## config.mk

```make
export PLATFORM = sky130hd
export DESIGN_NAME = fetch_unit
export DESIGN_NICKNAME = d
export VERILOG_FILES = /design/src/rtl/fetch_pkg.sv /design/src/rtl/branch_lut.sv /design/src/rtl/fetch_unit.sv
export SDC_FILE = /design/constraint.sdc
export NUM_CORES = 1
export LEC_CHECK = 0
export ABC_AREA = 1
export CAP_MARGIN = 40
export CORE_UTILIZATION = 45
export DETAILED_ROUTE_END_ITERATION = 6
export PLACE_DENSITY = 0.67
export SYNTH_ARGS = -nofsm -noshare
export SYNTH_HDL_FRONTEND = slang
export SYNTH_SLANG_ARGS = --single-unit
```

## constraint.sdc

```tcl
create_clock -name Clk -period 5.8 [get_ports Clk]
set_input_delay 1.16 -clock Clk [delete_from_list [all_inputs] [get_ports Clk]]
set_output_delay 1.16 -clock Clk [all_outputs]
set_load 0.02 [all_outputs]
```

## src/rtl/fetch_pkg.sv

```systemverilog
// Shared types and defaults for the fetch sequencer and its branch-target LUT.
package fetch_pkg;

  localparam int unsigned DEF_PC_W   = 10;
  localparam int unsigned DEF_LUT_AW = 5;

  localparam logic [DEF_PC_W-1:0] PC_MAX = '1;

  typedef enum logic [1:0] {
    IDLE   = 2'd0,
    ARMED  = 2'd1,
    RUN    = 2'd2,
    HALTED = 2'd3
  } fetch_state_t;

endpackage

```

## src/rtl/branch_lut.sv

```systemverilog
// Branch-target table: register array with sync clear, one write port, combinational read.
module branch_lut
  import fetch_pkg::*;
#(
  parameter int unsigned AW = DEF_LUT_AW,
  parameter int unsigned DW = DEF_PC_W
) (
  input  logic          clk,
  input  logic          reset,
  input  logic          we,
  input  logic [AW-1:0] wr_addr,
  input  logic [DW-1:0] wr_data,
  input  logic [AW-1:0] rd_addr,
  output logic [DW-1:0] rd_data
);

  logic [DW-1:0] mem [2**AW];

  always_ff @(posedge clk) begin
    if (reset) begin
      for (int unsigned i = 0; i < 2**AW; i++) mem[i] <= '0;
    end else if (we) begin
      mem[wr_addr] <= wr_data;
    end
  end

  assign rd_data = mem[rd_addr];

endmodule

```

## src/rtl/fetch_unit.sv

```systemverilog
// Program counter and fetch sequencer: start/arm handshake, branch via LUT,
// halt/overrun detection and a saturating run-cycle counter.
module fetch_unit
  import fetch_pkg::*;
#(
  parameter int unsigned PC_W   = DEF_PC_W,
  parameter int unsigned LUT_AW = DEF_LUT_AW,
  parameter int unsigned CNT_W  = 16
) (
  input  logic              Clk,
  input  logic              Reset,
  input  logic              Start,
  input  logic              BranchTaken,
  input  logic [LUT_AW-1:0] BranchIdx,
  input  logic              HaltReq,
  input  logic              LutWe,
  input  logic [LUT_AW-1:0] LutWrAddr,
  input  logic [PC_W-1:0]   LutWrData,
  output logic [PC_W-1:0]   ProgCounter,
  output logic              InstrValid,
  output logic              Done,
  output logic              Overrun,
  output logic [CNT_W-1:0]  CycleCount
);

  localparam logic [PC_W-1:0] PcLast = '1;

  fetch_state_t    state;
  logic [PC_W-1:0] lut_target;
  logic            lut_we;

  // Table is frozen while running so a branch never reads a half-updated entry.
  assign lut_we = LutWe && (state != RUN);

  branch_lut #(
    .AW(LUT_AW),
    .DW(PC_W)
  ) u_branch_lut (
    .clk    (Clk),
    .reset  (Reset),
    .we     (lut_we),
    .wr_addr(LutWrAddr),
    .wr_data(LutWrData),
    .rd_addr(BranchIdx),
    .rd_data(lut_target)
  );

  assign InstrValid = (state == RUN);

  always_ff @(posedge Clk) begin
    if (Reset) begin
      state       <= IDLE;
      ProgCounter <= '0;
      Done        <= 1'b0;
      Overrun     <= 1'b0;
      CycleCount  <= '0;
    end else begin
      unique case (state)
        IDLE: begin
          if (Start) begin
            state       <= ARMED;
            ProgCounter <= '0;
            Done        <= 1'b0;
            Overrun     <= 1'b0;
            CycleCount  <= '0;
          end
        end
        ARMED: begin
          ProgCounter <= '0;
          Done        <= 1'b0;
          Overrun     <= 1'b0;
          CycleCount  <= '0;
          if (!Start) state <= RUN;
        end
        RUN: begin
          if (Start) begin
            state       <= ARMED;
            ProgCounter <= '0;
            Done        <= 1'b0;
            Overrun     <= 1'b0;
            CycleCount  <= '0;
          end else begin
            if (CycleCount != '1) CycleCount <= CycleCount + 1'b1;
            if (HaltReq) begin
              state <= HALTED;
              Done  <= 1'b1;
            end else if (BranchTaken) begin
              ProgCounter <= lut_target;
            end else if (ProgCounter == PcLast) begin
              // Falling off the end of ROM stops the run instead of wrapping.
              state   <= HALTED;
              Done    <= 1'b1;
              Overrun <= 1'b1;
            end else begin
              ProgCounter <= ProgCounter + 1'b1;
            end
          end
        end
        HALTED: begin
          if (Start) begin
            state       <= ARMED;
            ProgCounter <= '0;
            Done        <= 1'b0;
            Overrun     <= 1'b0;
            CycleCount  <= '0;
          end
        end
        default: state <= IDLE;
      endcase
    end
  end

endmodule

```

==> flow_summary_export.csv <==
group,metric,value,unit
worst_setup_path,path_class,"in -> reg",
worst_setup_path,cp.arrival,3.88,ns
synthesis,synthTopCellsByArea,"edfxtp_1 (58%), nand2_1 (12%), nand3_1 (8.8%)",
synthesis,yosysWarnings,0,
synthesis,synth_nets,1809,
sta,tightest_slew,0.9267,ns
sta,final_max_slew_viol_count,0,
floorplanning,coreArea,35830,sq um
placed_design,pre_cts_slack,1.580,ns
worst_setup_path,critical_path_depth,6,
global_route,track_usage,23.44,%
sta,rsz0062_at_grt,"false",
clock_network,clockBufferDepth,3,
placed_design,dp_hpwl,27.08,mm
sta,fin_tns_setup,0,ns
drt,drtIter0Drc,1383,
drt,totalWireLength,43.93,mm
power_and_ir_drop,power_density,322.6,nW/um^2
finish,final_cell_mix,"nand2_1 (514), nor2_1 (350), edfxtp_1 (320)",
clock_network,htreeDepth,2,
global_route,antenna_found_initial,0,
hold_path,hold_start,"Overrun",
sta,post-route-min-period,3.709,ns
worst_setup_path,path_cells,"clkdlybuf4s50_1, clkinv_1, nand3b_4, nor3_4, nand2_1, nand2_1",
power_and_ir_drop,vdd_drop_max,0.1887,mV
hold_path,hold_class,"reg -> reg",
clock_network,hold_buffers,0,
synthesis,ys_seq_area_share,61.99,%
global_route,grt_pass1_vias,11620,
sta,max_freq,269.6,MHz
clock_network,cts_resized,0,
drt,drt_first_pass_iters,7,
job,cap_viol_max_count,0,
floorplanning,die_area,37370,sq um
sta,setup_violations,0,
drt,via_count,12370,
synthesis,synth_compound_area_share,1.489,%
drt,wl_per_cell,19.56,um
synthesis,synth.mux.area_fraction,0,%
placed_design,io_buffers,54,
floorplanning,num_io_pins,55,
global_route,grt_pass1_wl,66.30,mm
synthesis,synth_area_per_cell,9.258,sq um
floorplanning,die_w,193.3,um
sta,setup_slack,2.091,ns
floorplanning,fp.dieH,193.3,um
drt,drc,7,
status,violations,"design-rule violations",
worst_setup_path,cp_top_family,"simple AND/OR/NAND/NOR gates",
drt,viasPerCell,5.509,
worst_setup_path,r2r_slack,2.86,ns
finish,syn_to_final_growth,10.89,%
clock_network,clk_latency,0.52,ns
finish,nets,1791,
synthesis,yosysTopAreaCellShare,58.34,%
placed_design,dp_cells,2182,
worst_setup_path,reg2reg_depth,6,
sta,period_share,63.95,%
worst_setup_path,crit_buf_inv,2,
synthesis,yosys.area_share.adder,0.3039,%
worst_setup_path,crit_top_cell,"nand2_1",
clock_network,cts_tree,"yes",
worst_setup_path,required,5.97,ns
global_route,grt_start_max_net_pins,84,
worst_setup_path,timing.rr.end,"u_branch_lut.mem[22][6]",
sta,hold_viol,0,
worst_setup_path,cp_slowest_cell,"nor3_4",
clock_network,cts_setup_buffers,0,
synthesis,syn_inst,1779,
synthesis,syn-cell-area,16470,sq um
power_and_ir_drop,p_leak,7.228,nW
global_route,overflow,0,
drt,ant_nets,0,
clock_network,cts_num_sinks,350,
status,status,"complete, but fails checks",
synthesis,yosys.cell_types.count,33,
finish,antenna_cells,0,
finish,layout_commonest_cell,"nand2_1",
hold_path,worst_hold_path.num_cells,2,
worst_setup_path,worst-path-max-fanout,16,
worst_setup_path,slowest_delay,0.74,ns
sta,clock_skew,0.01705,ns
synthesis,yosys.area.top_type,"edfxtp_1",
synthesis,yosys.area_share.simple,30.29,%
clock_network,path_clk_slew,0.06,ns
worst_setup_path,cp-end-kind,"register",
finish,instances_no_fill,2246,
sta,timing.slew.headroom,38.02,%
synthesis,synth_top_family_by_area,"simple AND/OR/NAND/NOR gates",
synthesis,synth-seq-cells,350,
clock_network,clockRootBuffer,"clkbuf_16",
worst_setup_path,rr_startpoint,"state[0]",
floorplanning,rows,69,
synthesis,synth_xor_area_share,0.3191,%
clock_network,numCtsBuffers,38,
finish,drive_gt1_share,5.322,%
floorplanning,start_util,45.97,%
worst_setup_path,worst_setup_path_start_kind,"input pin",
placed_design,place.gp.congestion,0.8792,
hold_path,hold_path_end,"Overrun",
metal layers:
layer	up-vias	track usage, %	wire (um)
li1	5877	-	-
met1	5817	31.71	17640
met2	583	38.69	21010
met3	96	3.312	3972
met4	0	8.415	1298
met5	-	0	0
through the flow:
stage	hold WS [ns]	utilization, %	cell area [sq um]	total power (W)
6_report	0.4752	50.98	18270	0.005892
5_1_grt	0.5089	50.98	18270	0.006071
4_1_cts	0.4798	50.98	18270	0.005902
3_5_place_dp	0.4626	47.60	17060	0.003554
3_3_place_gp	0.4601	47.33	16960	0.003536
2_1_floorplan	0.4571	-	16470	0.003349
Yosys cell counts (all sizes together):
master / instances
a21oi: 34
buf: 82
clkbuf: 53
clkinv: 3
dfxtp: 30
edfxtp: 320
ha: 4
inv: 42
nand2: 516
nand3: 293
nand3b: 3
nand4: 7
nor2: 352
nor3: 18
o21a: 1
o21ai: 12
o21bai: 1
or2: 2
xnor2: 1
xor2: 5
logic make-up (layout without fill, tap and decap cells):
family          after synthesis  in the layout
compound gates               48             48
xor+xnor                      6              6
fa+ha+maj                     4              4
flops                       350            350
simple gates               1191           1191
buf+inv                     180            186
worst min-delay path: stages (launching register included):
cell and delay (ns):
dfxtp_1 0.33, a21oi_1 0.04, nor2_1 0.07
state kept, by name, summed over array words and instances (netlist names):
| name | count |
|---|---|
| Overrun | 1 |
| Done | 1 |
| CycleCount | 16 |
| u_branch_lut.mem | 320 |
| ProgCounter | 10 |
| state | 2 |
report_power, final:
part	leakage [nW]	internal, W	switching (W)
registers	3.55	0.00285	0.0000398
clock network	0.598	0.00143	0.000952
logic	3.08	0.000168	0.000455
total	7.23	0.00445	0.00145
worst max-delay path by stage:
stage | from | endpoint | slack [ns]
finish | Reset | u_branch_lut.mem[22][6] | 2.09
global route | Reset | u_branch_lut.mem[22][6] | 1.96
CTS | Reset | u_branch_lut.mem[6][3] | 2.12
detailed placement | Reset | u_branch_lut.mem[22][3] | 1.58
global placement | Reset | u_branch_lut.mem[14][4] | 1.62
floorplan | Reset | u_branch_lut.mem[23][0] | 3.15
final cells by class:
type / instances / area [sq um]
fillers: 3228 / 17560
flip-flops and latches: 350 / 10210
multi-input cells: 1249 / 5336
clock buffers: 47 / 1028
repair buffers: 77 / 758.2
well taps: 461 / 576.8
clock inverters: 17 / 181.4
inverters: 45 / 173.9
Note: power is estimated with default switching activity, not from simulation.
